### config.mk
export PLATFORM = sky130hd
export DESIGN_NAME = bitop_accelerator
export DESIGN_NICKNAME = d
export VERILOG_FILES = /design/src/rtl/bitop_accel_pkg.sv /design/src/rtl/bitop_serial_unit.sv /design/src/rtl/bitop_accelerator.sv
export SDC_FILE = /design/constraint.sdc
export NUM_CORES = 1
export LEC_CHECK = 0
export CAP_MARGIN = 10
export CORE_MARGIN = 4
export CORE_UTILIZATION = 25
export CTS_CLUSTER_DIAMETER = 40
export DETAILED_ROUTE_END_ITERATION = 8
export DONT_BUFFER_PORTS = 1
export SLEW_MARGIN = 30
export SYNTH_ARGS = -nofsm -noshare
export SYNTH_HDL_FRONTEND = slang
export SYNTH_SLANG_ARGS = --single-unit
### constraint.sdc
create_clock -name clk -period 4.1 [get_ports clk]
set_clock_uncertainty 0.15 [all_clocks]
set_input_delay 1.025 -clock clk [delete_from_list [all_inputs] [get_ports clk]]
set_output_delay 1.025 -clock clk [all_outputs]
set_load 0.01 [all_outputs]
### src/rtl/bitop_accel_pkg.sv
// Shared constants for the bit-operation accelerator: opcodes, register map,
// STATUS bit positions and CTRL field layout.
package bitop_accel_pkg;

  localparam logic [2:0] OP_REV    = 3'd0;
  localparam logic [2:0] OP_INC    = 3'd1;
  localparam logic [2:0] OP_INV    = 3'd2;
  localparam logic [2:0] OP_POPCNT = 3'd3;
  localparam logic [2:0] OP_CLZ    = 3'd4;

  localparam int unsigned REG_CTRL    = 0;
  localparam int unsigned REG_STATUS  = 1;
  localparam int unsigned REG_RESULT  = 2;
  localparam int unsigned REG_IRQ_EN  = 3;
  localparam int unsigned REG_CH_BASE = 4;

  localparam int unsigned ST_BUSY  = 0;
  localparam int unsigned ST_DONE  = 1;
  localparam int unsigned ST_ERR   = 2;
  localparam int unsigned ST_CARRY = 3;

  localparam int unsigned CTRL_OP_LSB  = 0;
  localparam int unsigned CTRL_SRC_LSB = 4;
  localparam int unsigned CTRL_WB_BIT  = 8;

  typedef enum logic {
    S_IDLE = 1'b0,
    S_RUN  = 1'b1
  } state_e;

endpackage

### src/rtl/bitop_serial_unit.sv
// Bit-serial POPCNT/CLZ engine: consumes one operand bit per cycle, MSB first,
// and flags done on the cycle its last bit is consumed (fixed DATA_W latency).
module bitop_serial_unit #(
  parameter int DATA_W = 32,
  parameter int CNT_W  = $clog2(DATA_W + 1)
) (
  input  logic              clk,
  input  logic              reset,
  input  logic              start,
  input  logic              is_clz,
  input  logic [DATA_W-1:0] operand,
  output logic              done,
  output logic [DATA_W-1:0] result
);

  logic [DATA_W-1:0] shift_q, shift_d;
  logic [CNT_W-1:0]  cnt_q, cnt_d;
  logic [CNT_W-1:0]  acc_q, acc_d;
  logic              seen_q, seen_d;
  logic              clz_q, clz_d;
  logic              active_q, active_d;
  logic              bit_cur;

  always_comb begin
    shift_d  = shift_q;
    cnt_d    = cnt_q;
    acc_d    = acc_q;
    seen_d   = seen_q;
    clz_d    = clz_q;
    active_d = active_q;
    done     = 1'b0;
    bit_cur  = shift_q[DATA_W-1];
    if (start) begin
      shift_d  = operand;
      cnt_d    = CNT_W'(DATA_W);
      acc_d    = '0;
      seen_d   = 1'b0;
      clz_d    = is_clz;
      active_d = 1'b1;
    end else if (active_q) begin
      shift_d = {shift_q[DATA_W-2:0], 1'b0};
      cnt_d   = cnt_q - CNT_W'(1);
      // CLZ freezes its count once the first one has gone past
      if (clz_q) begin
        if (!seen_q && !bit_cur) acc_d = acc_q + CNT_W'(1);
        if (bit_cur) seen_d = 1'b1;
      end else if (bit_cur) begin
        acc_d = acc_q + CNT_W'(1);
      end
      if (cnt_q == CNT_W'(1)) begin
        done     = 1'b1;
        active_d = 1'b0;
      end
    end
    result = {{(DATA_W-CNT_W){1'b0}}, acc_d};
  end

  always_ff @(posedge clk) begin
    if (reset) begin
      shift_q  <= '0;
      cnt_q    <= '0;
      acc_q    <= '0;
      seen_q   <= 1'b0;
      clz_q    <= 1'b0;
      active_q <= 1'b0;
    end else begin
      shift_q  <= shift_d;
      cnt_q    <= cnt_d;
      acc_q    <= acc_d;
      seen_q   <= seen_d;
      clz_q    <= clz_d;
      active_q <= active_d;
    end
  end

endmodule

### src/rtl/bitop_accelerator.sv
// Memory-mapped bit-operation accelerator: channel register file, command FSM,
// single-cycle REV/INC/INV datapath, serial POPCNT/CLZ unit, status and irq.
//   state  | meaning
//   S_IDLE | waiting for a valid CTRL write
//   S_RUN  | op in flight on the snapshotted operand; busy=1
module bitop_accelerator
  import bitop_accel_pkg::*;
#(
  parameter int DATA_W = 32,
  parameter int NUM_CH = 4,
  parameter int ADDR_W = 4
) (
  input  logic              clk,
  input  logic              reset,
  input  logic [ADDR_W-1:0] addr,
  input  logic              rd_en,
  input  logic              wr_en,
  input  logic [DATA_W-1:0] writedata,
  output logic [DATA_W-1:0] readdata,
  output logic              irq
);

  localparam int CNT_W = $clog2(DATA_W + 1);

  state_e            state_q, state_d;
  logic [DATA_W-1:0] ctrl_q, ctrl_d;
  logic [DATA_W-1:0] result_q, result_d;
  logic [DATA_W-1:0] operand_q, operand_d;
  logic [2:0]        op_q, op_d;
  logic [2:0]        src_q, src_d;
  logic              wb_q, wb_d;
  logic              done_q, done_d;
  logic              err_q, err_d;
  logic              carry_q, carry_d;
  logic              irq_en_q, irq_en_d;
  logic [DATA_W-1:0] ch_q [NUM_CH];
  logic [DATA_W-1:0] ch_d [NUM_CH];

  logic [2:0]        cmd_op, cmd_src;
  logic              cmd_wb, cmd_bad;
  logic [DATA_W-1:0] sel_operand;
  logic              start_serial;
  logic              serial_done;
  logic [DATA_W-1:0] serial_result;
  logic [DATA_W-1:0] rev_val, inc_val;
  logic              inc_co;
  logic              fin;
  logic [DATA_W-1:0] fin_val;

  always_comb begin
    cmd_op      = writedata[CTRL_OP_LSB +: 3];
    cmd_src     = writedata[CTRL_SRC_LSB +: 3];
    cmd_wb      = writedata[CTRL_WB_BIT];
    cmd_bad     = (cmd_op > OP_CLZ) || (int'(cmd_src) >= NUM_CH);
    sel_operand = '0;
    for (int n = 0; n < NUM_CH; n++) begin
      if (cmd_src == 3'(n)) sel_operand = ch_q[n];
    end
  end

  always_comb begin
    rev_val = '0;
    for (int i = 0; i < DATA_W; i++) rev_val[i] = operand_q[DATA_W-1-i];
    {inc_co, inc_val} = {1'b0, operand_q} + (DATA_W+1)'(1);
  end

  bitop_serial_unit #(
    .DATA_W (DATA_W),
    .CNT_W  (CNT_W)
  ) u_serial (
    .clk     (clk),
    .reset   (reset),
    .start   (start_serial),
    .is_clz  (cmd_op == OP_CLZ),
    .operand (sel_operand),
    .done    (serial_done),
    .result  (serial_result)
  );

  always_comb begin
    state_d      = state_q;
    ctrl_d       = ctrl_q;
    result_d     = result_q;
    operand_d    = operand_q;
    op_d         = op_q;
    src_d        = src_q;
    wb_d         = wb_q;
    done_d       = done_q;
    err_d        = err_q;
    carry_d      = carry_q;
    irq_en_d     = irq_en_q;
    ch_d         = ch_q;
    start_serial = 1'b0;
    fin          = 1'b0;
    fin_val      = '0;

    if (wr_en) begin
      if (addr == ADDR_W'(REG_STATUS)) begin
        if (writedata[ST_DONE])  done_d  = 1'b0;
        if (writedata[ST_ERR])   err_d   = 1'b0;
        if (writedata[ST_CARRY]) carry_d = 1'b0;
      end
      if (addr == ADDR_W'(REG_IRQ_EN)) irq_en_d = writedata[0];
      for (int n = 0; n < NUM_CH; n++) begin
        if (addr == ADDR_W'(REG_CH_BASE + n)) ch_d[n] = writedata;
      end
      if (addr == ADDR_W'(REG_CTRL)) begin
        if (state_q == S_RUN || cmd_bad) begin
          err_d = 1'b1;
        end else begin
          ctrl_d       = writedata;
          op_d         = cmd_op;
          src_d        = cmd_src;
          wb_d         = cmd_wb;
          operand_d    = sel_operand;
          state_d      = S_RUN;
          start_serial = (cmd_op == OP_POPCNT) || (cmd_op == OP_CLZ);
        end
      end
    end

    // Completion is applied after bus writes so it overrides W1C and CH writes
    if (state_q == S_RUN) begin
      case (op_q)
        OP_REV:            begin fin = 1'b1; fin_val = rev_val;    end
        OP_INC:            begin fin = 1'b1; fin_val = inc_val;    end
        OP_INV:            begin fin = 1'b1; fin_val = ~operand_q; end
        OP_POPCNT, OP_CLZ: begin fin = serial_done; fin_val = serial_result; end
        default:           fin = 1'b1;
      endcase
      if (fin) begin
        result_d = fin_val;
        done_d   = 1'b1;
        state_d  = S_IDLE;
        if (op_q == OP_INC) carry_d = inc_co;
        if (wb_q) begin
          for (int n = 0; n < NUM_CH; n++) begin
            if (src_q == 3'(n)) ch_d[n] = fin_val;
          end
        end
      end
    end
  end

  always_ff @(posedge clk) begin
    if (reset) begin
      state_q   <= S_IDLE;
      ctrl_q    <= '0;
      result_q  <= '0;
      operand_q <= '0;
      op_q      <= '0;
      src_q     <= '0;
      wb_q      <= 1'b0;
      done_q    <= 1'b0;
      err_q     <= 1'b0;
      carry_q   <= 1'b0;
      irq_en_q  <= 1'b0;
      for (int n = 0; n < NUM_CH; n++) ch_q[n] <= '0;
    end else begin
      state_q   <= state_d;
      ctrl_q    <= ctrl_d;
      result_q  <= result_d;
      operand_q <= operand_d;
      op_q      <= op_d;
      src_q     <= src_d;
      wb_q      <= wb_d;
      done_q    <= done_d;
      err_q     <= err_d;
      carry_q   <= carry_d;
      irq_en_q  <= irq_en_d;
      ch_q      <= ch_d;
    end
  end

  always_comb begin
    readdata = '0;
    if (rd_en) begin
      if (addr == ADDR_W'(REG_CTRL)) readdata = ctrl_q;
      if (addr == ADDR_W'(REG_STATUS)) begin
        readdata[ST_BUSY]  = (state_q == S_RUN);
        readdata[ST_DONE]  = done_q;
        readdata[ST_ERR]   = err_q;
        readdata[ST_CARRY] = carry_q;
      end
      if (addr == ADDR_W'(REG_RESULT)) readdata = result_q;
      if (addr == ADDR_W'(REG_IRQ_EN)) readdata[0] = irq_en_q;
      for (int n = 0; n < NUM_CH; n++) begin
        if (addr == ADDR_W'(REG_CH_BASE + n)) readdata = ch_q[n];
      end
    end
  end

  assign irq = done_q & irq_en_q;

endmodule

==> reports/metrics.cfg <==
[outcome]
outcome = finished, final reports clean

[clock_tree]
post_cts_buffers = 0
cts_root_buf = clkbuf_16
cts_sinks = 276
path_clk_slew_ns = 0.05
htree_levels = 2
cts_tree = done
ctsLongestPathBuffers = 3
cts_hold_buf = 0
cts_made_buffers = 42
cts_repair_resize_count = 0
clk_latency_ns = 0.57

[sta]
slew_violations = 0
slew_headroom = 0.2316
setup_viol_count_final = 0
clock.fmax_mhz = 259.6
period_share = 0.9396
rsz0062_at_grt = no
hold_ws_ns = 0.3065
worst_slew_pin_slew_ns = 1.153
period_needed_ns = 3.852
tns_ns = 0
setup_slack_ns = 0.2477
hold_viol_final = 0

[setup_path]
critPathLaunchType = input port
path_class = in2out
cp_common_cell = buf_4
worstPathArrival_ns = 2.68
crit_required_ns = 2.92
endpoint_kind = primary output
max_stage_delay_ns = 0.56
crit_slowest_cell = and3b_2
crit_fanout = 21
crit_chain = and3b_2 -> buf_4 -> buf_4 -> a22o_1 -> a221oi_1 -> nor2b_1

[floorplanning]
dieArea_mm2 = 0.06475
die_h_um = 254.5
die_w_um = 254.5
core_area_mm2 = 0.06025
initial_core_util = 0.2521
rows = 90
io_pins = 73

[global_routing]
grt_usage = 0.1767
grt_overflow = 0
grt_pass1_vias = 14210
antenna_found_initial = 0
grt_max_degree = 268
grt_pass1_wl_um = 89420

[synth]
synth_edf_count = 0
synth_top_area_frac = 0.3638
synth_xor_area_frac = 0.01211
synth_top_cell_by_area = dfxtp_1
synth_area_leaders = dfxtp_1, nand2_1, nor2_1, mux4_2, a211oi_1
ys_ff_latch = 276
ys_warn_count = 0
ys_types = 67
synthesis.area_mm2 = 0.01519
synth.mux.area_fraction = 0.07374
seq_area_frac_synth = 0.3638
synth_flop_cell = dfxtp_1
synthSimpleGateAreaFrac = 0.2414
synth_top_family_by_area = compound AO/OA/AOI/OAI gates
netlist_instances = 1940
synth_compound_area_frac = 0.2518
postSynthAreaPerCell_um2 = 7.828
ys_top_cells_by_count = nand2_1, dfxtp_1, nor2_1
async_flop_share = 0
synthAdderAreaFrac = 0.003296
yosys.cell_count.top_type = nand2_1
synth_nets = 1984

[placement]
dp.cells = 2573
pre_cts_ws_ns = 0.2145
place_congestion = 0.9234
hpwl_um = 38060
port_buffers = 0

[layout]
drive_above_1_share = 0.1221
antenna_cells = 0
finalNetCount = 1879
fin_util = 0.2875
area_growth_pct = 14.07
stdcell_count = 2650

[detailed_routing]
routed_wl_um = 59530
drtIter0Drc = 1911
first_pass_iters = 6
vias = 15130
drt-wirelength-per-cell_um = 22.46
viasPerCell = 5.709
drcViolationCount = 0
ant_nets = 0

[power_and_ir_drop]
max-vdd-ir-drop_uv = 321.8
pwr_density_cell_mw_per_mm2 = 378.6
p_leak_nw = 5.480

[run]
maxCapViolCount = 0

[min_path]
holdCritPathClass = reg2reg

[worst paths after layout]
path                                                startpoint                 endpoint  slack [ns]  depth (start not counted)
worst max-delay path                                   addr[3]             readdata[11]        0.25                          6
worst min-delay path                   ctrl_q[28]$_SDFFE_PP0P_  ctrl_q[28]$_SDFFE_PP0P_        0.31                          2
worst max register to register  u_serial.cnt_q[0]$_SDFFE_PP0P_      ch_q[54]$_SDFF_PP0_        0.76                          7
worst min register to register         ctrl_q[28]$_SDFFE_PP0P_  ctrl_q[28]$_SDFFE_PP0P_        0.31                          2
[cell usage in the layout, fill, tap and decap left out, types with 23 or more instances in the layout]
| cell type | synthesis | routed |
|---|---|---|
| nand2b_1 | 34 | 34 |
| clkbuf_16 | 0 | 43 |
| a21oi_1 | 133 | 133 |
| nor3_1 | 24 | 24 |
| a22o_1 | 23 | 23 |
| o21ai_0 | 30 | 30 |
| dfxtp_1 | 276 | 274 |
| a311oi_1 | 61 | 61 |
| nor2_1 | 236 | 234 |
| buf_4 | 0 | 39 |
| a221oi_1 | 44 | 44 |
| a31o_2 | 32 | 32 |
| nor2b_1 | 60 | 59 |
| a22oi_1 | 23 | 23 |
| a211oi_1 | 92 | 92 |
| nand2_1 | 370 | 367 |
| mux4_2 | 33 | 33 |
[cell type report]
class	count	area (µm²)
fillers	6357	42920
multi-input cells	1455	8897
flip-flops and latches	276	5528
clock buffers	49	1129
well taps	782	978.4
repair buffers	47	452.9
clock inverters	28	289.0
inverters	13	48.80
[per-stage QoR]
step / instance area [µm²] / power [mW]
after CTS: 17320 / 6.589
after global placement: 15910 / 2.972
after global routing: 17320 / 6.724
after floorplan: 15190 / 2.981
final: 17320 / 6.558
after detailed placement: 15910 / 2.977
[registers in the layout, summed over array words and instances, names as in the netlist]
name               flops
result_q              32
ctrl_q                32
u_serial.acc_q         6
done_q                 1
u_serial.clz_q         1
u_serial.active_q      1
operand_q             32
state_q                1
ch_q                 128
err_q                  1
u_serial.cnt_q         6
u_serial.seen_q        1
u_serial.shift_q      32
irq_en_q               1
carry_q                1
[critical path: cells and delay by family]
kind	cells	cell delay (ns)
AO/OA/AOI/OAI	2	0.25
buffers and inverters	2	0.57
AND/OR/NAND/NOR	2	0.83
[cells by family after synthesis]
| family | count (synthesis) |
|---|---|
| AOI/OAI and AO/OA | 534 |
| xor gates and xnor gates | 21 |
| adders and majority gates | 4 |
| buffers and inverters | 209 |
| DFF | 276 |
| muxes | 68 |
| and+or+nand+nor | 828 |
[metal layers]
layer	vias up	track usage	wire length (µm)
met1	7254	0.2340	24210
li1	6796	-	-
met2	909	0.2821	26700
met4	0	0.07320	2592
met3	170	0.03630	6025
met5	-	0	0
[power by group]
part,leakage (nW),switching [mW],internal [mW]
clock,0.685,1.44,2.20
sequential,2.23,0.0180,2.71
combinational,2.57,0.114,0.0855
total,5.48,1.57,4.99
(Power assumes the default switching activity.)
